===== config.mk =====
export PLATFORM = sky130hd
export DESIGN_NAME = spi_master
export DESIGN_NICKNAME = d
export VERILOG_FILES = /design/src/rtl/spi_pkg.sv /design/src/rtl/spi_clk_gen.sv /design/src/rtl/spi_master_chk.sv /design/src/rtl/spi_master.sv
export SDC_FILE = /design/constraint.sdc
export NUM_CORES = 1
export LEC_CHECK = 0
export BUFFER_PORTS_ARGS = -buffer_cell sky130_fd_sc_hd__buf_2
export CORE_MARGIN = 2
export CORE_UTILIZATION = 60
export CTS_BUF_LIST = sky130_fd_sc_hd__clkbuf_4
export CTS_CLUSTER_SIZE = 12
export DETAILED_ROUTE_END_ITERATION = 16
export PLACE_DENSITY = 0.85
export SYNTH_ARGS = -nofsm -noshare
export SYNTH_HDL_FRONTEND = slang
export SYNTH_SLANG_ARGS = --single-unit

===== constraint.sdc =====
create_clock -name clk_in -period 2.49 [get_ports clk_in]
set_input_delay 0 -clock clk_in [delete_from_list [all_inputs] [get_ports clk_in]]
set_output_delay 0 -clock clk_in [all_outputs]
set_load 0.02 [all_outputs]

===== src/rtl/spi_pkg.sv =====
// -----------------------------------------------------------------------------
// spi_pkg
//   Shared types and helpers for the SPI master.
//   spi_mode_t  : SPI mode encoded as {CPOL,CPHA}
//   spi_state_t : master FSM states
//   calc_half   : clk_in cycles per SCK half period
//   mode_cpol / mode_cpha : split a mode into its clock polarity / phase
// -----------------------------------------------------------------------------
package spi_pkg;

   typedef enum logic [1:0] {
      MODE0 = 2'b00,
      MODE1 = 2'b01,
      MODE2 = 2'b10,
      MODE3 = 2'b11
   } spi_mode_t;

   typedef enum logic [2:0] {
      ST_IDLE  = 3'd0,
      ST_LEAD  = 3'd1,
      ST_XFER  = 3'd2,
      ST_TRAIL = 3'd3,
      ST_GAP   = 3'd4
   } spi_state_t;

   // Odd periods round down, so the real SCK period is always 2*HALF.
   function automatic int calc_half(input int period);
      return period / 2;
   endfunction

   function automatic logic mode_cpol(input spi_mode_t mode);
      return (mode == MODE2) || (mode == MODE3);
   endfunction

   function automatic logic mode_cpha(input spi_mode_t mode);
      return (mode == MODE1) || (mode == MODE3);
   endfunction

endpackage


===== src/rtl/spi_clk_gen.sv =====
// -----------------------------------------------------------------------------
// spi_clk_gen
//   SCK timing for one word: a half-period counter and an SCK edge counter.
//   While en is high a strobe fires every HALF clk_in cycles; the k-th strobe
//   (k = 1..2*DATA_WIDTH) is an SCK edge, the extra strobe k = 2*DATA_WIDTH+1
//   closes the trailing half period of the word.
//   Ports:
//     clk_in, rst_n_in : clock, async active-low reset
//     en               : counting enable from the FSM; counters clear when low
//     lead_stb         : this cycle's edge is a leading SCK edge (odd k)
//     trail_stb        : this cycle's edge is a trailing SCK edge (even k)
//     last_bit         : the pending trailing edge is the final one (k = 2*DATA_WIDTH)
//     last_stb         : end of the word (k = 2*DATA_WIDTH+1)
// -----------------------------------------------------------------------------
module spi_clk_gen
   import spi_pkg::*;
#(
   parameter int HALF       = 2,
   parameter int DATA_WIDTH = 8
) (
   input  logic clk_in,
   input  logic rst_n_in,
   input  logic en,
   output logic lead_stb,
   output logic trail_stb,
   output logic last_bit,
   output logic last_stb
);

   localparam int CW = (HALF > 1) ? $clog2(HALF) : 1;
   localparam int EW = $clog2(2 * DATA_WIDTH + 1);
   localparam logic [CW-1:0] HALF_LAST = CW'(HALF - 1);
   localparam logic [EW-1:0] EDGE_END  = EW'(2 * DATA_WIDTH);

   logic [CW-1:0] half_cnt;
   logic [EW-1:0] edge_cnt;
   logic          tick;

   // edge_cnt holds the number of SCK edges already produced, so an even
   // count means the next edge is a leading one.
   assign tick      = en && (half_cnt == HALF_LAST);
   assign lead_stb  = tick && !edge_cnt[0] && (edge_cnt != EDGE_END);
   assign trail_stb = tick && edge_cnt[0];
   assign last_bit  = (edge_cnt == EDGE_END - 1'b1);
   assign last_stb  = tick && (edge_cnt == EDGE_END);

   // Half-period and edge counters; both rest at zero while not enabled
   always_ff @(posedge clk_in or negedge rst_n_in) begin
      if (!rst_n_in) begin
         half_cnt <= '0;
         edge_cnt <= '0;
      end else if (!en) begin
         half_cnt <= '0;
         edge_cnt <= '0;
      end else begin
         if (half_cnt == HALF_LAST) begin
            half_cnt <= '0;
         end else begin
            half_cnt <= half_cnt + 1'b1;
         end
         if (tick) begin
            if (edge_cnt == EDGE_END) begin
               edge_cnt <= '0;
            end else begin
               edge_cnt <= edge_cnt + 1'b1;
            end
         end
      end
   end

endmodule


===== src/rtl/spi_master_chk.sv =====
// -----------------------------------------------------------------------------
// spi_master_chk
//   Elaboration-time parameter checks for spi_master. No ports, no logic.
// -----------------------------------------------------------------------------
module spi_master_chk #(
   parameter int HALF       = 1,
   parameter int DATA_WIDTH = 8,
   parameter int NUM_CS     = 1,
   parameter int CS_GAP     = 1
) ();

   if (HALF < 1) begin : g_half_bad
      $error("spi_master: DATA_PERIOD must give a half period of at least 1");
   end
   if (DATA_WIDTH < 2) begin : g_width_bad
      $error("spi_master: DATA_WIDTH must be at least 2");
   end
   if (NUM_CS < 1) begin : g_cs_bad
      $error("spi_master: NUM_CS must be at least 1");
   end
   if (CS_GAP < 1) begin : g_gap_bad
      $error("spi_master: CS_GAP must be at least 1");
   end

endmodule


===== src/rtl/spi_master.sv =====
// -----------------------------------------------------------------------------
// spi_master
//   Full-duplex SPI master, all four CPOL/CPHA modes, selectable bit order,
//   NUM_CS active-low chip selects and a valid/ready command handshake.
//   Ports:
//     clk_in, rst_n_in   : clock, async active-low reset
//     data_in            : word to transmit
//     cs_sel_in          : chip select index (out of range -> no select driven)
//     mode_in            : {CPOL,CPHA}, latched when a command is accepted
//     valid_in/ready_out : command handshake; ready only while idle
//     data_out           : last received word
//     data_valid_out     : one-cycle pulse when data_out updates
//     busy_out           : inverse of ready_out
//     copi_out, cipo_in  : serial data out / in
//     dclk_out           : SCK
//     sel_out            : active-low chip selects
// -----------------------------------------------------------------------------
module spi_master
   import spi_pkg::*;
#(
   parameter  int DATA_WIDTH  = 8,
   parameter  int DATA_PERIOD = 100,
   parameter  int NUM_CS      = 1,
   parameter  int CS_GAP      = 2,
   parameter  int MSB_FIRST   = 1,
   localparam int CSW         = (NUM_CS > 1) ? $clog2(NUM_CS) : 1
) (
   input  logic                  clk_in,
   input  logic                  rst_n_in,
   input  logic [DATA_WIDTH-1:0] data_in,
   input  logic [CSW-1:0]        cs_sel_in,
   input  logic [1:0]            mode_in,
   input  logic                  valid_in,
   output logic                  ready_out,
   output logic [DATA_WIDTH-1:0] data_out,
   output logic                  data_valid_out,
   output logic                  busy_out,
   output logic                  copi_out,
   input  logic                  cipo_in,
   output logic                  dclk_out,
   output logic [NUM_CS-1:0]     sel_out
);

   localparam int HALF = calc_half(DATA_PERIOD);
   localparam int GW   = (CS_GAP > 1) ? $clog2(CS_GAP) : 1;
   localparam logic [GW-1:0] GAP_LAST = GW'(CS_GAP - 1);

   spi_state_t            state;
   spi_mode_t             mode;
   logic [CSW-1:0]        cs;
   logic [DATA_WIDTH-1:0] tx_sh;
   logic [DATA_WIDTH-1:0] rx_sh;
   logic [DATA_WIDTH-1:0] tx_next;
   logic [DATA_WIDTH-1:0] rx_next;
   logic [GW-1:0]         gap_cnt;
   logic                  tx_bit;
   logic                  cpol;
   logic                  cpha;
   logic                  clk_en;
   logic                  lead_stb;
   logic                  trail_stb;
   logic                  last_bit;
   logic                  last_stb;

   spi_master_chk #(
      .HALF       (HALF),
      .DATA_WIDTH (DATA_WIDTH),
      .NUM_CS     (NUM_CS),
      .CS_GAP     (CS_GAP)
   ) u_chk ();

   spi_clk_gen #(
      .HALF       (HALF),
      .DATA_WIDTH (DATA_WIDTH)
   ) u_clk_gen (
      .clk_in    (clk_in),
      .rst_n_in  (rst_n_in),
      .en        (clk_en),
      .lead_stb  (lead_stb),
      .trail_stb (trail_stb),
      .last_bit  (last_bit),
      .last_stb  (last_stb)
   );

   // An out-of-range index decodes to all selects inactive.
   function automatic logic [NUM_CS-1:0] cs_decode(input logic [CSW-1:0] idx);
      logic [NUM_CS-1:0] sel;
      sel = '1;
      for (int i = 0; i < NUM_CS; i++) begin
         if (CSW'(i) == idx) begin
            sel[i] = 1'b0;
         end
      end
      return sel;
   endfunction

   assign cpol   = mode_cpol(mode);
   assign cpha   = mode_cpha(mode);
   assign clk_en = (state == ST_XFER) || (state == ST_TRAIL);

   // Bit-order dependent view of the transmit and receive shift registers
   always_comb begin
      if (MSB_FIRST != 0) begin
         tx_bit  = tx_sh[DATA_WIDTH-1];
         tx_next = {tx_sh[DATA_WIDTH-2:0], 1'b0};
         rx_next = {rx_sh[DATA_WIDTH-2:0], cipo_in};
      end else begin
         tx_bit  = tx_sh[0];
         tx_next = {1'b0, tx_sh[DATA_WIDTH-1:1]};
         rx_next = {cipo_in, rx_sh[DATA_WIDTH-1:1]};
      end
   end

   // Word sequencer: handshake, chip select, SCK, shifting and result delivery
   always_ff @(posedge clk_in or negedge rst_n_in) begin
      if (!rst_n_in) begin
         state          <= ST_IDLE;
         mode           <= MODE0;
         cs             <= '0;
         tx_sh          <= '0;
         rx_sh          <= '0;
         gap_cnt        <= '0;
         ready_out      <= 1'b1;
         busy_out       <= 1'b0;
         data_out       <= '0;
         data_valid_out <= 1'b0;
         copi_out       <= 1'b0;
         dclk_out       <= 1'b0;
         sel_out        <= '1;
      end else begin
         data_valid_out <= 1'b0;
         case (state)
            ST_IDLE: begin
               if (valid_in && ready_out) begin
                  mode      <= spi_mode_t'(mode_in);
                  cs        <= cs_sel_in;
                  tx_sh     <= data_in;
                  rx_sh     <= '0;
                  ready_out <= 1'b0;
                  busy_out  <= 1'b1;
                  state     <= ST_LEAD;
               end
            end
            ST_LEAD: begin
               sel_out  <= cs_decode(cs);
               dclk_out <= cpol;
               // CPHA=0 peripherals sample on the first edge, so the first
               // bit must already be on the line.
               if (!cpha) begin
                  copi_out <= tx_bit;
                  tx_sh    <= tx_next;
               end
               state <= ST_XFER;
            end
            ST_XFER, ST_TRAIL: begin
               if (lead_stb) begin
                  dclk_out <= ~dclk_out;
                  if (cpha) begin
                     copi_out <= tx_bit;
                     tx_sh    <= tx_next;
                  end else begin
                     rx_sh <= rx_next;
                  end
               end else if (trail_stb) begin
                  dclk_out <= ~dclk_out;
                  if (cpha) begin
                     rx_sh <= rx_next;
                  end else if (!last_bit) begin
                     copi_out <= tx_bit;
                     tx_sh    <= tx_next;
                  end
                  if (last_bit) begin
                     state <= ST_TRAIL;
                  end
               end else if (last_stb) begin
                  sel_out        <= '1;
                  copi_out       <= 1'b0;
                  dclk_out       <= cpol;
                  data_out       <= rx_sh;
                  data_valid_out <= 1'b1;
                  gap_cnt        <= '0;
                  state          <= ST_GAP;
               end
            end
            ST_GAP: begin
               if (gap_cnt == GAP_LAST) begin
                  ready_out <= 1'b1;
                  busy_out  <= 1'b0;
                  state     <= ST_IDLE;
               end else begin
                  gap_cnt <= gap_cnt + 1'b1;
               end
            end
            default: begin
               state     <= ST_IDLE;
               ready_out <= 1'b1;
               busy_out  <= 1'b0;
               sel_out   <= '1;
               copi_out  <= 1'b0;
            end
         endcase
      end
   end

endmodule


-- Yosys cells after proc, flatten, opt, wreduce, memory -nomap -nowiden
Cells that the tools add are included.
- word-level logic and storage cells: 136
- bits in registers: 48
- output and inout port bits: 14
- eq/ne operators: 28
- multiplexer cells: 57
- reductions and logical operators: 28
- bitwise gates (word level): 5
- $add $sub $neg: 3
- operators by type and width (cell ; number):
    $mux 8 ; 12
    $mux 1 ; 25
    $pmux 8 s3 ; 1
    $ne 3x3->1 const B ; 7
    $mux 3 ; 6
    $pmux 8 s2 ; 1
    $mux 5 ; 3
    $ne 2x2->1 const B ; 7
    $mux 6 ; 2
    $ne 4x4->1 const B ; 3
    $pmux 1 s3 ; 4
    $pmux 3 s4 ; 1
    $reduce_and 4->1 ; 3
    $reduce_and 5->1 ; 2
    $reduce_and 7->1 ; 1
    $add 6x1->6 const B ; 1
    $eq 3x2->1 const B ; 2
    $eq 6x6->1 const B ; 1
    $logic_and 1x1->1 ; 6
    $reduce_and 6->1 ; 1
    $reduce_bool 2->1 ; 3
    $add 5x1->5 const B ; 1
    $eq 5x4->1 const B ; 1
    $eq 5x5->1 const B ; 1
    other kinds (16) ; 26

-- Depth between registers and ports, before layout
Gate-level depths: netlist of the first run.
- word-level depth: 8
- mapped depth: 8
- gate-level depth less buffers: 7

-- Hierarchy
Synthesis of the first run repeated with hierarchy kept, for this count alone.
- cell total of the unflattened synthesis: 222
- area total of the unflattened synthesis: 2377.3 µm²
- by module, submodules not included (module ; seq. area each (µm²) ; cells an instance ; instances ; area each (µm²)):
    spi_master ; 928.4 ; 157 ; 1 ; 1750.4
    spi_clk_gen ; 275.3 ; 65 ; 1 ; 626.9

-- Worst setup path before layout of the first run
Ideal clock, no wire load.
- kind: reg2reg
- start: register u_clk_gen.edge_cnt[0]
- end: register tx_sh[1]
- setup slack: 415 ps
- path buffers: 1
- data arrival time: 1951 ps
- cell stages (with the launch flop): 8
- data required time: 2365 ps
- clock period less this slack: 2075 ps
- cell sequence: dfrtp_1 -> buf_2 -> inv_1 -> ha_1 -> nand4bb_1 -> nor2_1 -> o41ai_4 -> mux2_2
- longest elaborated chain between the ends: 5
- ends and longest elaborated chain (item ; RTL line ; text):
    from (decl) ; spi_clk_gen.sv:36 ; logic [EW-1:0] edge_cnt;
    from (signal assigned) ; spi_clk_gen.sv:65 ; edge_cnt <= edge_cnt + 1'b1;
    parallel branches: the longest is 5 deep, another holds $reduce_and 7->1 ; n/a ;
    to (signal assigned) ; spi_master.sv:137 ; tx_sh <= data_in;
    to (signal assigned) ; spi_master.sv:151 ; tx_sh <= tx_next;
    to (signal assigned) ; spi_master.sv:160 ; tx_sh <= tx_next;
    to (decl) ; spi_master.sv:51 ; logic [DATA_WIDTH-1:0] tx_sh;
Several ways; the timed one is not identified.
A chain may end at the register's enable or synchronous reset.

-- Final worst setup path of the first run
- start: register u_clk_gen.edge_cnt[0]
- end: register tx_sh[2]
The elaborated chain is that of the path after synthesis.

==> results of run 1 <==
worst paths after layout:
path	from	endpoint	slack, ps	depth (start not counted)
worst max register to register	u_clk_gen.edge_cnt[0]	tx_sh[2]	200	8
min in group asynchronous	rst_n_in	u_clk_gen.half_cnt[1]	350	2
worst min register to register	ready_out	ready_out	500	2
worst min-delay path	data_in[5]	tx_sh[5]	20	3
worst max-delay path	u_clk_gen.edge_cnt[0]	tx_sh[2]	200	8
max in group asynchronous	rst_n_in	mode[1]	1500	2
per-stage QoR:
| stage | cells | utilization (%) | hold WS (ps) | cell area, sq um | power (mW) |
|---|---|---|---|---|---|
| finish | 299 | 72.39 | 22.97 | 2690 | 1.182 |
| global route | 299 | 72.39 | 14.93 | 2690 | 1.221 |
| CTS | 296 | 71.55 | 1.562 | 2659 | 1.185 |
| detailed placement | 281 | 68.15 | 234.4 | 2532 | 0.8209 |
| global placement | 281 | 68.15 | 236.7 | 2532 | 0.8211 |
| floorplan | 208 | - | -295.6 | 2342 | 0.7951 |
final cells by class:
class	count	area [sq um]
multi-input cells	134	1021
fillers	270	1026
clock buffers	7	52.55
clock inverters	1	3.754
flip-flops and latches	48	1204
inverters	17	63.81
well taps	48	60.06
repair buffers	44	285.3
worst register-to-register path, delay by kind of cell, from the launching register on:
kind	cells	cell delay [ps]
AOI/OAI and AO/OA	2	400
adders and majority gates	2	480
buffers and inverters	2	290
DFF	1	520
muxes	1	350
and+or+nand+nor	1	150
flip-flops by register name (all words and copies together) (netlist names), 2 cells and up:
name / count
u_clk_gen.edge_cnt: 5
state: 3
u_clk_gen.half_cnt: 6
mode: 2
tx_sh: 8
data_out: 8
rx_sh: 8
cell usage after synthesis, types with 2 or more instances:
library cell and instances:
a21oi_1 9, a31oi_1 3, and3_1 3, buf_2 2, buf_4 3, clkbuf_1 3, dfrtp_1 46, dfstp_2 2
ha_1 5, inv_1 17, mux2_2 25, mux2i_1 9, nand2_1 21, nand2b_1 4, nand3_1 5, nor2_1 12
nor3_1 2, o21ai_0 6, or3_1 2, xnor2_1 2, xor2_1 3
power by group through the flow:
stage	registers [mW]	clock network [mW]	logic, mW
2_1_floorplan	0.795	0	0.000532
3_3_place_gp	0.794	0	0.0267
3_5_place_dp	0.794	0	0.0266
4_1_cts	0.780	0.370	0.0349
5_1_grt	0.780	0.399	0.0429
6_report	0.780	0.365	0.0374
logic make-up (layout without fill, tap and decap cells):
group	after synthesis	in the layout	synth area share [%]
buffers and inverters	26	69	5.075
adder cells (fa/ha/maj)	5	5	2.671
flip-flops	48	48	51.39
XOR/XNOR	5	5	1.870
multiplexers	34	34	15.87
AND/OR/NAND/NOR	60	60	13.46
AO/OA/AOI/OAI	30	30	9.670
routing by layer:
metal	wire length (um)	track usage (%)	up-vias
li1	-	-	804
met1	1952	28.49	787
met2	1995	36.00	31
met3	148	5.068	7
met4	68	10.46	0
met5	0	0	-
timing repair:
| item | in CTS | in global routing |
|---|---|---|
| setup endpoints to repair | 0 | 8 |
| hold endpoints to repair | 53 | 3 |
| hold buffers | 7 | 3 |
| gates resized for setup | 0 | 1 |
==> impl_metrics.yaml, run 1 <==
final_layout:
  final_common_cell: "dfrtp_1"
  diodes: 0
  layout_common_cells: "46 x dfrtp_1, 28 x buf_2, 25 x mux2_2"
  layout-drive-gt1-share_pct: 30.28
  fin_nets: 270
  area_growth_pct: 14.85
sta:
  finalCritPeriodShare_pct: 91.79
  relSlewSlack_pct: 31.45
  clock_skew_ps: 15.23
  max_freq_mhz: 437.5
  finalHoldViolations: 0
  maxSlewViolCount: 0
  finalSetupViolCount: 0
  worst_pin_slew_ps: 1028
  setup_ws_ps: 204.5
  min_period_ps: 2285
  rsz0062_at_grt: "no"
  finalSetupTns_ps: 0
global_route:
  grt_antenna_before_repair: 0
  track_usage_pct: 22.29
  globalRouteOverflowTotal: 0
  first_global_vias: 1686
  grt_max_degree: 49
  grt_pass1_wl_mm: 7.348
routing:
  detail_route.first_pass.iterations: 4
  dr_total_vias: 1629
  drt_iter0_drc: 72
  wl_per_cell_um: 13.93
  viasPerCell: 5.448
  ant_nets: 0
  drc_errors: 0
  wl_mm: 4.165
synthesis:
  avgSynthCellArea_sq_um: 11.26
  syn_area_sq_mm: 0.002342
  synth_edf_count: 0
  synth_top_area_share_pct: 49.15
  ys_ff_latch: 48
  yosysSeqAreaShare_pct: 51.39
  synth_ff_type: "dfrtp_1"
  syn_nets: 228
  ys_types: 45
  synthArstFlopShare_pct: 100.0
  yosysTopAreaCell: "dfrtp_1"
  ys_warn_count: 0
  synth_area_leaders: "dfrtp_1 49%, mux2_2 12%, mux2i_1 3.8%, nand2_1 3.4%, inv_1 2.7%"
  syn_inst: 208
power:
  p_leak_nw: 1.265
  combPwrFrac_pct: 3.2
  p_clk_share_pct: 30.9
  irDropWorstVdd_v: 0.0003208
  power_switching_uw: 253.3
  internal-power_uw: 928.7
  switching_share_pct: 21.43
  p_per_area_mw_per_mm2: 439.4
  seq_power_share_pct: 66.0
critical_path:
  crit_required_ps: 2730
  cp_num_buf_inv: 2
  end_kind: "register"
  path_class: "reg -> reg"
  cp-start-kind: "register"
  critPathMaxFanout: 12
  crit_slowest_cell: "dfrtp_1"
  path_cells: "ha_1 > and3_1 > ha_1 > inv_1 > a21oi_1 > o41ai_4 > buf_4 > mux2_2"
  crit_top_cell: "ha_1"
  cpLargestDelayFamily: "flip-flops"
  cpPeakStageDelay_ps: 520
  cp.arrival_ps: 2530
clock_network:
  clock-sinks: 48
  cts_tree: "yes"
  cts_setup_buffers: 0
  clock_latency_ps: 350
  clockRootBuffer: "clkbuf_4"
  htree_levels: 2
  cts_made_buffers: 5
  clk_pin_slew_ps: 130
  clk_path_buf_depth: 2
die:
  fp.coreArea_sq_mm: 0.003716
  dieArea_sq_mm: 0.004420
  rows: 22
  dieWidth_um: 66.48
  io_pins: 29
  chipHeight_um: 66.48
  initial_core_util_pct: 63.03
place:
  hpwl_mm: 2.959
  io_buffers: 28
  place_ws_ps: 211.7
  gp_congestion: 0.8534
outcome:
  outcome: "complete, no violations"
job:
  maxCapViolations: 0
hold_path:
  hp-class: "in -> reg"
No activity file was read; power rests on OpenSTA's default activity.
==> run 2: changes to the inputs <==
==> constraint.sdc (replaced) <==
create_clock -name clk_in -period 2.48 [get_ports clk_in]
set_input_delay 0 -clock clk_in [delete_from_list [all_inputs] [get_ports clk_in]]
set_output_delay 0 -clock clk_in [all_outputs]
set_load 0.1 [all_outputs]
==> run 2 against run 1 <==
  * Cell area increased by 2.7%
  * Sequential share of layout area decreased by 1.2 points
  * Clock skew fell by 11 ps
  * Die area stayed put
  * Maximum frequency rose by 1.2%
  * Global-route usage up 1.1 points
  * Hold slack better by 310 ps
  * Cell count is 1.7% higher
  * Sequential power about the same
  * Non-clock buffer count grew 5
  * Largest power group unchanged
  * Via count rose by 2.1%
  * Clock power grew 27%
==> impl_metrics.yaml, run 2 (synthesis results as in run 1) <==
critical_path:
  cp_num_buf_inv: 2
  crit_slowest_cell: "dfrtp_1"
  cp.depth: 7
  endpoint: "rx_sh[1]"
  reg2reg_depth: 7
  crit_path_start: "u_clk_gen.edge_cnt[0]"
  cp.arrival_ps: 2550
  r2r_end: "rx_sh[1]"
  path_cells: "inv_1 > ha_1 > nor4bb_1 > or3_1 > a211oi_4 > buf_4 > mux2i_1"
  cp-start-kind: "register"
  end_kind: "register"
  cpPeakStageDelay_ps: 560
  rr_startpoint: "u_clk_gen.edge_cnt[0]"
  r2r_slack_ps: 220
  critPathMaxFanout: 12
  crit_required_ps: 2770
  path_class: "reg -> reg"
  cpLargestDelayFamily: "simple AND/OR/NAND/NOR gates"
sta:
  finalHoldViolations: 0
  clock_skew_ps: 4.157
  worst_pin_slew_ps: 1004
  relSlewSlack_pct: 33.10
  finalSetupTns_ps: 0
  finalCritPeriodShare_pct: 91.07
  max_freq_mhz: 442.8
  rsz0062_at_grt: "no"
  hold_slack_ps: 332.9
  maxSlewViolCount: 0
  finalSetupViolCount: 0
  min_period_ps: 2258
die:
  dieArea_sq_mm: 0.004420
  io_pins: 29
  rows: 22
  initial_core_util_pct: 63.03
  fp.coreArea_sq_mm: 0.003716
  chipHeight_um: 66.48
  dieWidth_um: 66.48
power:
  p_clk_share_pct: 36.0
  seq_power_share_pct: 60.7
  p_per_area_mw_per_mm2: 467.0
  power_switching_uw: 262.1
  finalPower_mw: 1.290
  internal-power_mw: 1.027
  switching_share_pct: 20.32
  irDropWorstVdd_v: 0.0004406
  combPwrFrac_pct: 3.3
  p_leak_nw: 1.299
clock_network:
  cts_made_buffers: 5
  clk_path_buf_depth: 2
  clock_latency_ps: 360
  clock-sinks: 48
  cts_tree: "yes"
  htree_levels: 2
  clk_pin_slew_ps: 130
  cts_setup_buffers: 0
  clockRootBuffer: "clkbuf_4"
global_route:
  track_usage_pct: 23.39
  grt_antenna_before_repair: 0
  grt_max_degree: 49
  first_global_vias: 1701
  globalRouteOverflowTotal: 0
  grt_pass1_wl_mm: 7.776
routing:
  drc_errors: 0
  dr_total_vias: 1663
  drt_iter0_drc: 111
  viasPerCell: 5.470
  detail_route.first_pass.iterations: 4
  wl_mm: 4.273
  ant_nets: 0
  wl_per_cell_um: 14.06
place:
  io_buffers: 28
  gp_congestion: 0.8738
  placed_cells: 282
  hpwl_mm: 2.965
final_layout:
  layout_common_cells: "46 x dfrtp_1, 28 x buf_2, 25 x mux2_2"
  layout-drive-gt1-share_pct: 30.47
  final_util_pct: 74.31
  fin_nets: 275
  reg_top3: "data_out: 8 flops, rx_sh: 8 flops, tx_sh: 8 flops"
  area_growth_pct: 17.90
  final_common_cell: "dfrtp_1"
  diodes: 0
  stdcell_count: 304
job:
  maxCapViolations: 0
hold_path:
  hp-class: "in -> async"
outcome:
  outcome: "complete, no violations"
run 2: changes by cell type in the layout (fill, tap and decap cells not counted), sizes merged:
cell         before  now
bufinv            0    1
clkbuf            7    6
buf              34   35
dlygate4sd3      10   14
run 2: worst register-to-register path, cell delays in order (launching register included):
cell and delay, ps:
dfrtp_1 560, inv_1 140, ha_1 230, nor4bb_1 170
or3_1 400, a211oi_4 250, buf_4 230, mux2i_1 210
run 2: power by group through the flow:
| stage | combinational (mW) | sequential, mW | clock, mW |
|---|---|---|---|
| after CTS | 0.0432 | 0.783 | 0.479 |
| final | 0.0422 | 0.783 | 0.465 |
| after global routing | 0.0481 | 0.783 | 0.507 |
| after detailed placement | 0.0266 | 0.798 | 0 |
| after floorplan | 0.000534 | 0.798 | 0 |
| after global placement | 0.0267 | 0.798 | 0 |
run 2: what timing repair did:
item                       in CTS  in global routing
setup endpoints to repair       0                  8
hold endpoints to repair       60                  0
resized for setup               0                  1
hold buffers                   14                  0
run 2: area by class of cell:
type / instances / area, sq um
sequential: 48 / 1204
clock inverter: 2 / 35.03
tap: 48 / 60.06
fill: 268 / 954.7
clock buffer: 6 / 45.04
multi-input combinational: 134 / 1021
timing repair buffer: 49 / 332.8
inverter: 17 / 63.81
run 2: worst min path at each step:
stage / slack [ps] / depth (start not counted) / startpoint / endpoint
finish: 330 / 2 / rst_n_in / rx_sh[0]
floorplan: -300 / 0 / rst_n_in / busy_out
CTS: 370 / 2 / rst_n_in / rx_sh[0]
detailed placement: 240 / 1 / rst_n_in / rx_sh[0]
global placement: 240 / 1 / rst_n_in / data_out[0]
global route: 400 / 4 / cipo_in / rx_sh[0]
run 2: through the flow:
| step | cell area (sq um) | worst slack [ps] |
|---|---|---|
| after floorplan | 2342 | 404.6 |
| after global placement | 2540 | 240.9 |
| after detailed placement | 2540 | 187.0 |
| after CTS | 2760 | 159.3 |
| after global routing | 2761 | 67.77 |
| final | 2761 | 221.6 |
run 2: per-layer routing:
layer	global-route usage (%)	wire length [um]	vias to the layer above
met5	0	0	-
met4	8.673	77	0
met3	4.223	137	9
met2	37.50	2044	32
met1	31.93	2013	816
li1	-	-	806
